### src/rtl/fir_ctrl_pkg.sv
// Shared constants and state encoding for the FIR filter control sequencer.
// Widths here are shared with the filter datapath.
package fir_ctrl_pkg;

    localparam int NUM_TAPS  = 10;
    localparam int NUM_BANK  = 4;
    localparam int COEFF_W   = 16;
    localparam int MSEL_W    = 2;
    localparam int FIRIN_W   = 3;
    localparam int ADDR_W    = 6;
    localparam int TAIL_CYC  = 9;
    localparam int GAP_CYC   = 2;
    localparam int NUM_COEFF = NUM_TAPS * NUM_BANK;
    localparam int CNT_W     = 4;

    typedef enum logic [2:0] {
        S_IDLE,
        S_RD,
        S_TAIL,
        S_LD_FETCH,
        S_LD_WR,
        S_LD_GAP
    } state_t;

    // ROM address advance that sticks at the last coefficient instead of wrapping.
    function automatic logic [ADDR_W-1:0] addr_sat_inc(input logic [ADDR_W-1:0] a);
        if (a >= ADDR_W'(NUM_COEFF - 1)) begin
            return ADDR_W'(NUM_COEFF - 1);
        end
        return a + 1'b1;
    endfunction

endpackage

### src/rtl/fir_coeff_loader.sv
// Streams all coefficients from the synchronous ROM into the filter banks,
// one bank at a time: a fetch cycle, NUM_TAPS write cycles, then a short gap.
module fir_coeff_loader
    import fir_ctrl_pkg::*;
(
    input  logic               clk_i,
    input  logic               rst_ni,
    input  logic               start_i,
    input  logic [COEFF_W-1:0] rd_data_i,
    output logic               rd_en_o,
    output logic [ADDR_W-1:0]  rd_addr_o,
    output logic               wr_flag_o,
    output logic [COEFF_W-1:0] wr_data_o,
    output logic               done_o,
    output logic [MSEL_W-1:0]  msel_nxt_o,
    output state_t             state_nxt_o
);

    state_t              state_q, state_d;
    logic [MSEL_W-1:0]   bank_q, bank_d;
    logic [CNT_W-1:0]    cnt_q, cnt_d;
    logic [ADDR_W-1:0]   ptr_q, ptr_d, ptr_base;
    logic [ADDR_W-1:0]   rd_addr_q, rd_addr_d;
    logic                rd_en_q, rd_en_d;
    logic                flag_q, flag_d;
    logic                done_q, done_d;

    always_comb begin
        state_d     = state_q;
        bank_d      = bank_q;
        cnt_d       = cnt_q;
        ptr_d       = ptr_q;
        ptr_base    = '0;
        rd_en_d     = 1'b0;
        rd_addr_d   = '0;
        flag_d      = 1'b0;
        done_d      = 1'b0;
        msel_nxt_o  = '0;

        case (state_q)
            S_IDLE: begin
                if (start_i) begin
                    state_d = S_LD_FETCH;
                    bank_d  = '0;
                    cnt_d   = '0;
                end
            end
            S_LD_FETCH: begin
                state_d = S_LD_WR;
                cnt_d   = '0;
            end
            S_LD_WR: begin
                if (cnt_q == CNT_W'(NUM_TAPS - 1)) begin
                    cnt_d   = '0;
                    state_d = (bank_q == MSEL_W'(NUM_BANK - 1)) ? S_IDLE : S_LD_GAP;
                end else begin
                    cnt_d = cnt_q + 1'b1;
                end
            end
            S_LD_GAP: begin
                if (cnt_q == CNT_W'(GAP_CYC - 1)) begin
                    state_d = S_LD_FETCH;
                    cnt_d   = '0;
                    bank_d  = bank_q + 1'b1;
                end else begin
                    cnt_d = cnt_q + 1'b1;
                end
            end
            default: state_d = S_IDLE;
        endcase

        // One read per fetch cycle and per write cycle except the last, so the word
        // for write cycle t is always on the ROM output during that cycle.
        ptr_base = (state_q == S_IDLE) ? '0 : ptr_q;
        if (state_d == S_LD_FETCH ||
            (state_d == S_LD_WR && cnt_d != CNT_W'(NUM_TAPS - 1))) begin
            rd_en_d   = 1'b1;
            rd_addr_d = ptr_base;
            ptr_d     = addr_sat_inc(ptr_base);
        end

        flag_d     = (state_d == S_LD_WR);
        msel_nxt_o = flag_d ? bank_d : '0;
        done_d     = flag_d && (bank_d == MSEL_W'(NUM_BANK - 1)) &&
                     (cnt_d == CNT_W'(NUM_TAPS - 1));
    end

    always_ff @(posedge clk_i or negedge rst_ni) begin
        if (!rst_ni) begin
            state_q   <= S_IDLE;
            bank_q    <= '0;
            cnt_q     <= '0;
            ptr_q     <= '0;
            rd_en_q   <= 1'b0;
            rd_addr_q <= '0;
            flag_q    <= 1'b0;
            done_q    <= 1'b0;
        end else begin
            state_q   <= state_d;
            bank_q    <= bank_d;
            cnt_q     <= cnt_d;
            ptr_q     <= ptr_d;
            rd_en_q   <= rd_en_d;
            rd_addr_q <= rd_addr_d;
            flag_q    <= flag_d;
            done_q    <= done_d;
        end
    end

    assign state_nxt_o = state_d;
    assign rd_en_o     = rd_en_q;
    assign rd_addr_o   = rd_addr_q;
    assign wr_flag_o   = flag_q;
    assign done_o      = done_q;
    // The ROM output register holds the data; a registered enable aligns it with the flag.
    assign wr_data_o   = flag_q ? rd_data_i : '0;

endmodule

### src/rtl/fir_seq_ctrl.sv
// Sequencer for the reconfigurable FIR filter: per-sample read/MAC bursts and
// on-request coefficient loads, with dropped strobes reported as overruns.
module fir_seq_ctrl
    import fir_ctrl_pkg::*;
(
    input  logic               iClk12M,
    input  logic               iRsn,
    input  logic               iEnSample600k,
    input  logic [FIRIN_W-1:0] iFirInRaw,
    input  logic [MSEL_W-1:0]  iRdBankSel,
    input  logic               iCoeffLoadReq,
    input  logic [COEFF_W-1:0] iCoeffRdData,
    output logic               oCoeffRdEn,
    output logic [ADDR_W-1:0]  oCoeffRdAddr,
    output logic               oCoeffUpdateFlag,
    output logic [COEFF_W-1:0] oWtDtRam,
    output logic               oMemRdFlag,
    output logic [MSEL_W-1:0]  oModuleSel,
    output logic [FIRIN_W-1:0] oFirIn,
    output logic               oBusy,
    output logic               oLoadDone,
    output logic               oOverrun
);

    state_t              state_q, state_d;
    logic [CNT_W-1:0]    cnt_q, cnt_d;
    logic [MSEL_W-1:0]   bank_q, bank_d;
    logic                pend_q, pend_d;
    logic                memrd_q, memrd_d;
    logic [MSEL_W-1:0]   msel_q, msel_d;
    logic [FIRIN_W-1:0]  firin_q, firin_d;
    logic                busy_q, busy_d;
    logic                ovr_q, ovr_d;
    logic                accept, ld_start;
    logic [MSEL_W-1:0]   ld_msel_nxt;
    state_t              ld_state_nxt;

    fir_coeff_loader u_loader (
        .clk_i       (iClk12M),
        .rst_ni      (iRsn),
        .start_i     (ld_start),
        .rd_data_i   (iCoeffRdData),
        .rd_en_o     (oCoeffRdEn),
        .rd_addr_o   (oCoeffRdAddr),
        .wr_flag_o   (oCoeffUpdateFlag),
        .wr_data_o   (oWtDtRam),
        .done_o      (oLoadDone),
        .msel_nxt_o  (ld_msel_nxt),
        .state_nxt_o (ld_state_nxt)
    );

    always_comb begin
        state_d  = state_q;
        cnt_d    = cnt_q;
        bank_d   = bank_q;
        memrd_d  = 1'b0;
        msel_d   = '0;
        firin_d  = '0;
        ovr_d    = 1'b0;
        accept   = 1'b0;
        ld_start = 1'b0;

        case (state_q)
            S_IDLE: begin
                // A strobe in the same cycle wins; the load request stays pending.
                if (iEnSample600k) begin
                    accept = 1'b1;
                end else if (pend_q || iCoeffLoadReq) begin
                    ld_start = 1'b1;
                    state_d  = ld_state_nxt;
                    msel_d   = ld_msel_nxt;
                end
            end
            S_RD: begin
                ovr_d = iEnSample600k;
                if (cnt_q == CNT_W'(NUM_TAPS - 1)) begin
                    state_d = S_TAIL;
                    cnt_d   = '0;
                end else begin
                    cnt_d   = cnt_q + 1'b1;
                    memrd_d = 1'b1;
                    msel_d  = bank_q;
                end
            end
            S_TAIL: begin
                if (cnt_q == CNT_W'(TAIL_CYC - 1)) begin
                    if (iEnSample600k) begin
                        accept = 1'b1;
                    end else begin
                        state_d = S_IDLE;
                    end
                end else begin
                    ovr_d = iEnSample600k;
                    cnt_d = cnt_q + 1'b1;
                end
            end
            S_LD_FETCH, S_LD_WR, S_LD_GAP: begin
                ovr_d   = iEnSample600k;
                state_d = ld_state_nxt;
                msel_d  = ld_msel_nxt;
            end
            default: state_d = S_IDLE;
        endcase

        if (accept) begin
            state_d = S_RD;
            cnt_d   = '0;
            bank_d  = iRdBankSel;
            memrd_d = 1'b1;
            msel_d  = iRdBankSel;
            firin_d = iFirInRaw;
        end

        // Clearing on start means a request seen during a load triggers another load.
        pend_d = ld_start ? 1'b0 : (pend_q | iCoeffLoadReq);
        busy_d = (state_d != S_IDLE);
    end

    always_ff @(posedge iClk12M or negedge iRsn) begin
        if (!iRsn) begin
            state_q <= S_IDLE;
            cnt_q   <= '0;
            bank_q  <= '0;
            pend_q  <= 1'b0;
            memrd_q <= 1'b0;
            msel_q  <= '0;
            firin_q <= '0;
            busy_q  <= 1'b0;
            ovr_q   <= 1'b0;
        end else begin
            state_q <= state_d;
            cnt_q   <= cnt_d;
            bank_q  <= bank_d;
            pend_q  <= pend_d;
            memrd_q <= memrd_d;
            msel_q  <= msel_d;
            firin_q <= firin_d;
            busy_q  <= busy_d;
            ovr_q   <= ovr_d;
        end
    end

    assign oMemRdFlag = memrd_q;
    assign oModuleSel = msel_q;
    assign oFirIn     = firin_q;
    assign oBusy      = busy_q;
    assign oOverrun   = ovr_q;

endmodule

### config.mk
export PLATFORM = sky130hd
export DESIGN_NAME = fir_seq_ctrl
export DESIGN_NICKNAME = d
export VERILOG_FILES = /design/src/rtl/fir_ctrl_pkg.sv /design/src/rtl/fir_coeff_loader.sv /design/src/rtl/fir_seq_ctrl.sv
export SDC_FILE = /design/constraint.sdc
export NUM_CORES = 1
export LEC_CHECK = 0
export CORE_MARGIN = 5
export CORE_UTILIZATION = 45
export CTS_BUF_LIST = sky130_fd_sc_hd__clkbuf_4 sky130_fd_sc_hd__clkbuf_8
export DETAILED_ROUTE_END_ITERATION = 8
export PLACE_DENSITY = 0.83
export SYNTH_ARGS = -nofsm -noshare
export SYNTH_HDL_FRONTEND = slang
export SYNTH_HIERARCHICAL = 1
export SYNTH_SLANG_ARGS = --single-unit
### constraint.sdc
create_clock -name iClk12M -period 2.79 [get_ports iClk12M]
set_clock_uncertainty 0.15 [all_clocks]
set_input_delay 0.558 -clock iClk12M [delete_from_list [all_inputs] [get_ports iClk12M]]
set_output_delay 0.558 -clock iClk12M [all_outputs]
set_load 0.02 [all_outputs]
# Yosys cells after proc, flatten, opt, wreduce, memory -nomap -nowiden

Index checks and enable logic that the tools add are counted.
Widths: inputs -> output; s select.

Bits in registers: 42
Input bits: 25
Output and inout port bits: 33
Logic and storage cells: 104

Add/sub/neg operators: 4
Magnitude comparators: 1
Equality and inequality tests: 19
Muxes and demuxes: 50
Bitwise logic cells: 1
Reduce and logical (&&, ||, !) cells: 12

Operators by type and width:

| kind                | number |
|---|---|
| $mux 3              | 11 |
| $mux 4              | 6 |
| $mux 6              | 4 |
| $pmux 3 s4          | 2 |
| $eq 4x4->1 const B  | 4 |
| $mux 16             | 1 |
| $pmux 4 s4          | 1 |
| $eq 3x3->1 const B  | 5 |
| $mux 2              | 7 |
| $mux 1              | 13 |
| $eq 3x2->1 const B  | 4 |
| $add 4x1->4 const B | 2 |
| $pmux 4 s2          | 1 |
| $add 6x1->6 const B | 1 |
| $ge 6x6->1 const B  | 1 |
| $logic_not 3->1     | 2 |
| $pmux 2 s3          | 1 |
| $reduce_bool 3->1   | 2 |
| $eq 2x2->1 const B  | 2 |
| $eq 4x1->1 const B  | 1 |
| $ne 4x4->1 const B  | 1 |
| $pmux 1 s2          | 2 |
| $pmux 2 s2          | 1 |
| $reduce_or 4->1     | 1 |
| other kinds (8)     | 11 |

# Logic depth before layout (Yosys ltp)

Gate-level depths: netlist (run 1).

Depth in word-level cells: 12
Depth in mapped cells: 10
Mapped depth without buffers: 9

# By module

Netlist (run 1), hierarchy kept.

By module, submodules not included:

| module           | times used | cells each | area each (µm²) | sequential area each (µm²) |
|---|---|---|---|---|
| fir_coeff_loader | 1          | 130        | 1307.5          | 600.6 |
| fir_seq_ctrl     | 1          | 83         | 913.4           | 450.4 |

# Least setup slack after synthesis (run 1)

Ideal clock, no wire load.

Path type: register -> register
From: reg, netlist name state_q[0]
To: reg u_loader.ptr_q[5]
Setup time: 122 ps
Data arrival time: 2608 ps
Required time: 2518 ps
Setup slack: -90 ps
Stages on the path, launching flop included: 11
Buffers on the path: 2
Clock period less this slack: 2880 ps
Cell sequence: dfrtp_1 clkbuf_2 nor2_1 nor4b_1 nor2b_1 o21bai_1 a32o_1 a2111o_1 o21a_4 buf_6 a32o_1

RTL lines:

| element              | line                    | text |
|---|---|---|
| to (signal assigned) | fir_coeff_loader.sv:102 | `ptr_q <= ptr_d;` |
| to (decl)            | fir_coeff_loader.sv:22  | `logic [ADDR_W-1:0] ptr_q, ptr_d, ptr_base;` |

# Worst setup path after layout (run 1)

From: in iEnSample600k
To: reg u_loader.ptr_q[0]

Cells in the longest elaborated chain, start to end: 7
Elaborated cells on any way between the ends: 11
Those cells by class: eq/ne (3); mux (6); reduce/logical (2)

Ends and longest elaborated chain:

| element               | line                   | text |
|---|---|---|
| from (decl)           | fir_seq_ctrl.sv:8      | `input logic iEnSample600k,` |
| $mux 1                | fir_seq_ctrl.sv:66     | `if (iEnSample600k) begin` |
| $mux 1                | fir_seq_ctrl.sv:63     | `case (state_q)` |
| net ld_start          | fir_seq_ctrl.sv:34     | `logic accept, ld_start;` |
| $mux 4                | fir_coeff_loader.sv:42 | `if (start_i) begin` |
| $pmux 4 s4            | fir_coeff_loader.sv:40 | `case (state_q)` |
| net u_loader.cnt_d[1] | fir_coeff_loader.sv:21 | `logic [CNT_W-1:0] cnt_q, cnt_d;` |
| $ne 4x4->1            | fir_coeff_loader.sv:76 | `(state_d == S_LD_WR && cnt_d != CNT_W'(NUM_TAPS - 1))) begin` |
| $logic_and 1x1->1     | fir_coeff_loader.sv:76 |  |
| $logic_or 1x1->1      | fir_coeff_loader.sv:75 | `if (state_d == S_LD_FETCH \|\|` |

The timed path passes the listed nets, and every way through them passes these cells.
A chain may end at the register's enable or synchronous reset.

==> key figures, run 1 <==
Run status
  • Status: finished clean

GRT
  • GRT met2 Usage: 29.1%
  • GR peak layer: met2
  • GRT met1 Usage: 20.1%
  • Total gr overflow: 0
  • Antenna violations before repair: 0
  • Vias in the first global route: 1949
  • Overall Global Routing Usage: 16.9%
  • First-pass GRT wire length: 8530 um
  • Largest net degree at the start of global routing: 43
  • M3 GR Usage: 4.71%

Logic synthesis
  • Post-synth EDFFs: 0
  • Post-synthesis register bit count: 42
  • Area contributors post-synth: dfrtp_1 47%, and2_1 6.2%, ha_1 3.9%
  • Top-area cell type share of the netlist area: 47.3%
  • FFs w/ async S/R, synth: 100%
  • Top FF cell, synth: dfrtp_1
  • Post-Syn Nets: 245
  • Area of the mapped netlist: 0.00222 mm2
  • Syn Area/Cell: 10.4 um2
  • Post-Syn Instances: 213
  • Cell taking the most area after synthesis: dfrtp_1
  • Yosys Warn Count: 6
  • Synth unique cells: 57
  • Sequential fraction of the synthesis area: 47.3%

Layout
  • Synth-to-Final Area Change: 40.9%
  • Share of cells above drive strength 1: 18.2%
  • Final design utilization: 65.8%
  • Commonest non-fill, non-tap cell in the layout: clkdlybuf4s50_1
  • Final Non-Filler Cells: 359
  • Finished Cell Area: 0.00313 mm2
  • ANT cells: 0
  • Most frequent cells in the layout: 55 x clkdlybuf4s50_1, 42 x dfrtp_1, 22 x and2_1
  • Nets@finish: 323

Floorplanning
  • Die width: 80.3 um
  • Die area: 0.00644 mm2
  • Core Box Area: 0.00475 mm2
  • Initial core utilization: 46.7%
  • Die Ht: 80.3 um
  • Row Count: 25
  • # IOs: 58

CTS
  • H-tree levels: 2
  • Total CTS buffers: 5
  • CTS tree: yes
  • Longest Clk Path Bufs: 2
  • Hold_buf cts: 0
  • CTS root buf: clkbuf_8
  • Clock sinks: 42
  • Clk slew on worst S/H paths: 80 ps
  • Clock latency on the worst-skew pair: 290 ps

Critical path
  • Critical Path End Type: flip-flop
  • R2r worst-path depth: 9
  • Crit start category: input port
  • Worst-path maximum fanout: 7
  • Crit path from: iEnSample600k
  • CP Class: in2reg
  • Required time of the critical path: 2820 ps
  • Worst EP arrival: 2730 ps
  • Reg2Reg Capture Point: u_loader/ptr_q[0]$_DFFE_PN0P_
  • RR Startpoint: state_q[0]$_DFF_PN0_
  • Worst setup path end: u_loader/ptr_q[0]$_DFFE_PN0P_
  • Flop2flop setup slack: 280 ps

STA
  • RSZ-0062 raised after global routing: false
  • Final setup viols: 0
  • Max Fclk: 370 MHz
  • Worst setup margin: 89.2 ps
  • Fin crit share: 96.8%
  • Tmin final: 2700 ps
  • Worst-margin pin slew: 909 ps
  • Max-slew headroom: 39.4%
  • Max-slew violation count: 0
  • Final number of hold-violating endpoints: 0

Routing
  • Routed Antenna Nets: 0
  • Vias/cell: 5.23
  • Total number of vias: 1877
  • Routed wire length: 5010 um
  • Wire length per cell: 14.0 um
  • Drt first pass iters: 4
  • DRC errors left: 0
  • Starting DRT DRC Count: 105

Power
  • Clk network pwr share: 12.9%
  • Sw frac: 39.6%
  • Pwr dens: 1180 mW/mm2
  • Max VDD drop: 829 uV
  • NetSw: 1460 uW
  • Int Pwr: 2220 uW
  • Comb power frac: 57.6%
  • Static Leak: 0.00140 uW
  • Sequential share of power: 29.4%

Hold path
  • Worst Hold Class: in2async

Placed design
  • Post-DP HPWL: 3790 um
  • Final GP Congestion: 0.897
  • DP Area: 0.00296 mm2
  • Placed cell count: 348
  • I/O Buffers: 57
  • DP Worst Slack: -344 ps

Run
  • Max-cap viol count: 0
-- worst min path at each step --
stage,startpoint,to,depth (start not counted)
detailed placement,bank_q[0]$_DFFE_PN0P_,oModuleSel[0]$_DFF_PN0_,2
global placement,bank_q[0]$_DFFE_PN0P_,bank_q[0]$_DFFE_PN0P_,1
global route,iRsn,u_loader/rd_addr_o[3]$_DFF_PN0_,1
finish,iRsn,u_loader/rd_addr_o[1]$_DFF_PN0_,1
floorplan,iRsn,bank_q[0]$_DFFE_PN0P_,0
CTS,iRsn,u_loader/rd_addr_o[3]$_DFF_PN0_,1
-- cell families (layout without fill, tap and decap cells) --
| kind of cell | after synthesis | after routing | synth area share, % |
|---|---|---|---|
| adder cells (fa/ha/maj) | 7 | 7 | 3.94 |
| XOR/XNOR | 3 | 3 | 1.18 |
| AO/OA/AOI/OAI | 44 | 45 | 16.6 |
| flip-flops | 42 | 42 | 47.3 |
| multiplexers | 6 | 6 | 2.93 |
| buffers and inverters | 20 | 98 | 4.34 |
| AND/OR/NAND/NOR | 91 | 91 | 23.7 |
-- layout make-up --
class / instances / area, um2
Clock buffer: 6 / 76.3
Clock inverter: 2 / 37.5
Fill cell: 398 / 1630
Inverter: 13 / 48.8
Multi-Input combinational cell: 152 / 1120
Sequential cell: 42 / 1050
Tap cell: 67 / 83.8
Timing Repair Buffer: 77 / 714
-- state kept, by name, summed over array words and instances (netlist names), 2 cells and up --
register and count:
u_loader/bank_q 2, u_loader/state_q 3, oModuleSel 2, bank_q 2, u_loader/rd_addr_o 6, oFirIn 3, u_loader/cnt_q 4, state_q 3
u_loader/ptr_q 6, cnt_q 4
-- Yosys cell counts (2+ instances only) --
master,instances
nand2_1,14
a22oi_1,4
nand2b_1,4
and3_1,6
nor4b_1,3
nor2b_1,3
a2bb2oi_1,2
nand3b_1,2
xnor2_1,3
buf_6,2
a31oi_1,3
a21oi_1,6
inv_1,13
dfrtp_1,42
a22o_1,2
mux2i_1,2
clkbuf_1,2
o21ai_0,4
and2_1,22
nor2_1,11
nand3_1,10
nor3_1,4
ha_1,7
or2_2,3
a32o_1,4
mux2_2,4
-- worst max-delay path, stage by stage --
cell and delay, ps:
clkdlybuf4s50_1 430, nor4b_2 210, buf_4 160, nor2b_4 150, o21bai_4 70, a32o_2 260, a2111o_1 360, o21a_4 280
mux2_2 270
-- power groups by stage --
stage                     sequential [uW]  combinational (uW)  clock (uW)
after global placement               1080                1950           0
final                                1080                2120         476
after global routing                 1120                2340         515
after CTS                            1080                2110         491
after floorplan                      1130                1220           0
after detailed placement             1080                2010           0
-- per-layer routing --
layer | wire, um | up-vias | part of all wire (%)
met1 | 2320 | 886 | 46
met2 | 2250 | 67 | 45
met3 | 381 | 6 | 7.6
li1 | - | 918 | -
met4 | 57 | 0 | 1.1
met5 | 0 | - | 0
-- stage by stage --
step / setup TNS, ps / hold WS, ps / total power [uW]
finish: 0 / 241 / 3680
floorplan: 0 / 112 / 2360
detailed placement: -3990 / 353 / 3090
global route: 0 / 332 / 3980
CTS: 0 / 263 / 3680
global placement: -3260 / 340 / 3020
-- timing repair --
item / 4_1_cts / 5_1_grt
resized for setup: 7 / 2
setup endpoints to repair: 3 / 4
cloned: 1 / 0
buffers inserted: 2 / 0
pin swaps: 4 / 1
Note: power is estimated with default switching activity, not from simulation.
==> inputs of run 2 (changes only) <==
--- a/config.mk
+++ b/config.mk
@@ -8,6 +8,7 @@
 export CORE_MARGIN = 5
 export CORE_UTILIZATION = 45
 export CTS_BUF_LIST = sky130_fd_sc_hd__clkbuf_4 sky130_fd_sc_hd__clkbuf_8
+export CTS_CLUSTER_SIZE = 24
 export DETAILED_ROUTE_END_ITERATION = 8
 export PLACE_DENSITY = 0.83
 export SYNTH_ARGS = -nofsm -noshare
==> results of run 2 <==
The final DEF is identical to that of run 1; final timing and power are the same.
==> inputs of run 3 (changes only) <==
--- a/config.mk
+++ b/config.mk
@@ -7,10 +7,11 @@
 export LEC_CHECK = 0
 export CORE_MARGIN = 5
 export CORE_UTILIZATION = 45
-export CTS_BUF_LIST = sky130_fd_sc_hd__clkbuf_4 sky130_fd_sc_hd__clkbuf_8
+export CTS_BUF_LIST = sky130_fd_sc_hd__clkbuf_4
 export CTS_CLUSTER_SIZE = 24
 export DETAILED_ROUTE_END_ITERATION = 8
 export PLACE_DENSITY = 0.83
+export SETUP_SLACK_MARGIN = 0.02
 export SYNTH_ARGS = -nofsm -noshare
 export SYNTH_HDL_FRONTEND = slang
 export SYNTH_HIERARCHICAL = 1
==> key figures, run 3 (same netlist as run 1, synthesis figures left out) <==
Placed design
  • Placed cell count: 348
  • Final GP Congestion: 0.897
  • Post-DP HPWL: 3790 um
  • I/O Buffers: 57
  • DP Area: 0.00296 mm2

Power
  • Max VDD drop: 683 uV
  • NetSw: 1390 uW
  • Comb power frac: 57.9%
  • Clk network pwr share: 11.2%
  • Int Pwr: 2080 uW
  • Sw frac: 40.1%
  • Static Leak: 0.00137 uW
  • Sequential share of power: 31.0%
  • Pwr dens: 1130 mW/mm2

CTS
  • Post-CTS Setup Bufs: 0
  • CTS root buf: clkbuf_4
  • Post_cts resized: 0
  • Longest Clk Path Bufs: 2
  • CTS tree: yes
  • Hold_buf cts: 0
  • H-tree levels: 2
  • Total CTS buffers: 5
  • Clock latency on the worst-skew pair: 350 ps
  • Clock sinks: 42
  • Clk slew on worst S/H paths: 110 ps

STA
  • Final number of hold-violating endpoints: 0
  • Max-slew headroom: 39.2%
  • Worst-margin pin slew: 913 ps
  • Setup_tns: 0 ps
  • Fin crit share: 96.7%
  • Tmin final: 2700 ps
  • Max-slew violation count: 0
  • RSZ-0062 raised after global routing: false
  • Max Fclk: 371 MHz
  • Final setup viols: 0

Layout
  • Final Non-Filler Cells: 356
  • Commonest non-fill, non-tap cell in the layout: clkdlybuf4s50_1
  • Number of fillers in the final layout: 405
  • Nets@finish: 320
  • Synth-to-Final Area Change: 38.0%
  • Final design utilization: 64.4%
  • ANT cells: 0
  • Share of cells above drive strength 1: 16.3%
  • Finished Cell Area: 0.00306 mm2
  • Most frequent cells in the layout: 56 x clkdlybuf4s50_1, 42 x dfrtp_1, 22 x and2_1

Hold path
  • Worst Hold Class: in2async

Floorplanning
  • Initial core utilization: 46.7%
  • Die Ht: 80.3 um
  • Core Box Area: 0.00475 mm2
  • Row Count: 25
  • # IOs: 58
  • Die area: 0.00644 mm2
  • Die width: 80.3 um

Routing
  • Wire length per cell: 13.6 um
  • Starting DRT DRC Count: 136
  • Routed wire length: 4840 um
  • Drt first pass iters: 4
  • DRC errors left: 0
  • Total number of vias: 1865
  • Vias/cell: 5.24
  • Routed Antenna Nets: 0

GRT
  • First-pass GRT wire length: 8360 um
  • GRT met2 Usage: 28.3%
  • Largest net degree at the start of global routing: 43
  • M3 GR Usage: 4.04%
  • GRT met1 Usage: 19.9%
  • Antenna violations before repair: 0
  • Vias in the first global route: 1893
  • GR peak layer: met2
  • Total gr overflow: 0
  • Overall Global Routing Usage: 16.4%

Critical path
  • Worst EP arrival: 2790 ps
  • Crit start category: input port
  • Worst-path maximum fanout: 13
  • CP Class: in2reg
  • Required time of the critical path: 2880 ps
  • Critical Path End Type: flip-flop

Run status
  • Status: finished clean

Run
  • Max-cap viol count: 0
run 3: worst max-delay path, cell delays in order:
cell	delay, ps
clkdlybuf4s50_1	470
nor2_2	60
nor4b_4	270
nor2b_2	210
o21bai_2	90
a32o_1	270
a2111o_1	320
o21a_4	260
mux2_2	270
run 3: power groups by stage:
stage / sequential [uW] / clock [uW] / combinational, uW
after floorplan: 1130 / 0 / 1220
after global placement: 1080 / 0 / 1950
after detailed placement: 1080 / 0 / 2010
after CTS: 1070 / 405 / 2020
after global routing: 1120 / 430 / 2230
final: 1080 / 388 / 2010
run 3: path summary, 6_finish.rpt:
check / start / to / slack (ps) / cells after the start
worst min-delay path: iRsn / u_loader/rd_addr_o[3]$_DFF_PN0_ / 180 / 1
max in group asynchronous: iRsn / u_loader/rd_en_o$_DFF_PN0_ / 1750 / 1
worst max register to register: state_q[0]$_DFF_PN0_ / u_loader/ptr_q[0]$_DFFE_PN0P_ / 270 / 8
worst min register to register: bank_q[1]$_DFFE_PN0P_ / bank_q[1]$_DFFE_PN0P_ / 380 / 1
worst max-delay path: iCoeffLoadReq / u_loader/ptr_q[0]$_DFFE_PN0P_ / 90 / 9
min in group iClk12M: bank_q[1]$_DFFE_PN0P_ / bank_q[1]$_DFFE_PN0P_ / 380 / 1
run 3: metal layers:
layer  part of all wire [%]  vias up
met5                      0        -
met4                    1.3        0
met3                    7.8        8
met2                     45       60
met1                     46      888
li1                       -      909
run 3: cell type report:
cell class              count  area, um2  area share (%)
repair buffers             75        701            22.9
clock inverters             2       37.5            1.22
flip-flops and latches     42       1050            34.3
inverters                  13       48.8            1.59
clock buffers               6       45.0            1.47
well taps                  67       83.8            2.74
multi-input cells         151       1100            35.8
run 3: stage by stage:
stage                     hold slack (ps)  worst slack [ps]  power, uW
after floorplan                       112              24.6       2360
after global placement                340              -295       3020
after detailed placement              353              -344       3090
after CTS                             187              37.5       3500
after global routing                  244              3.60       3780
final                                 182              93.4       3480
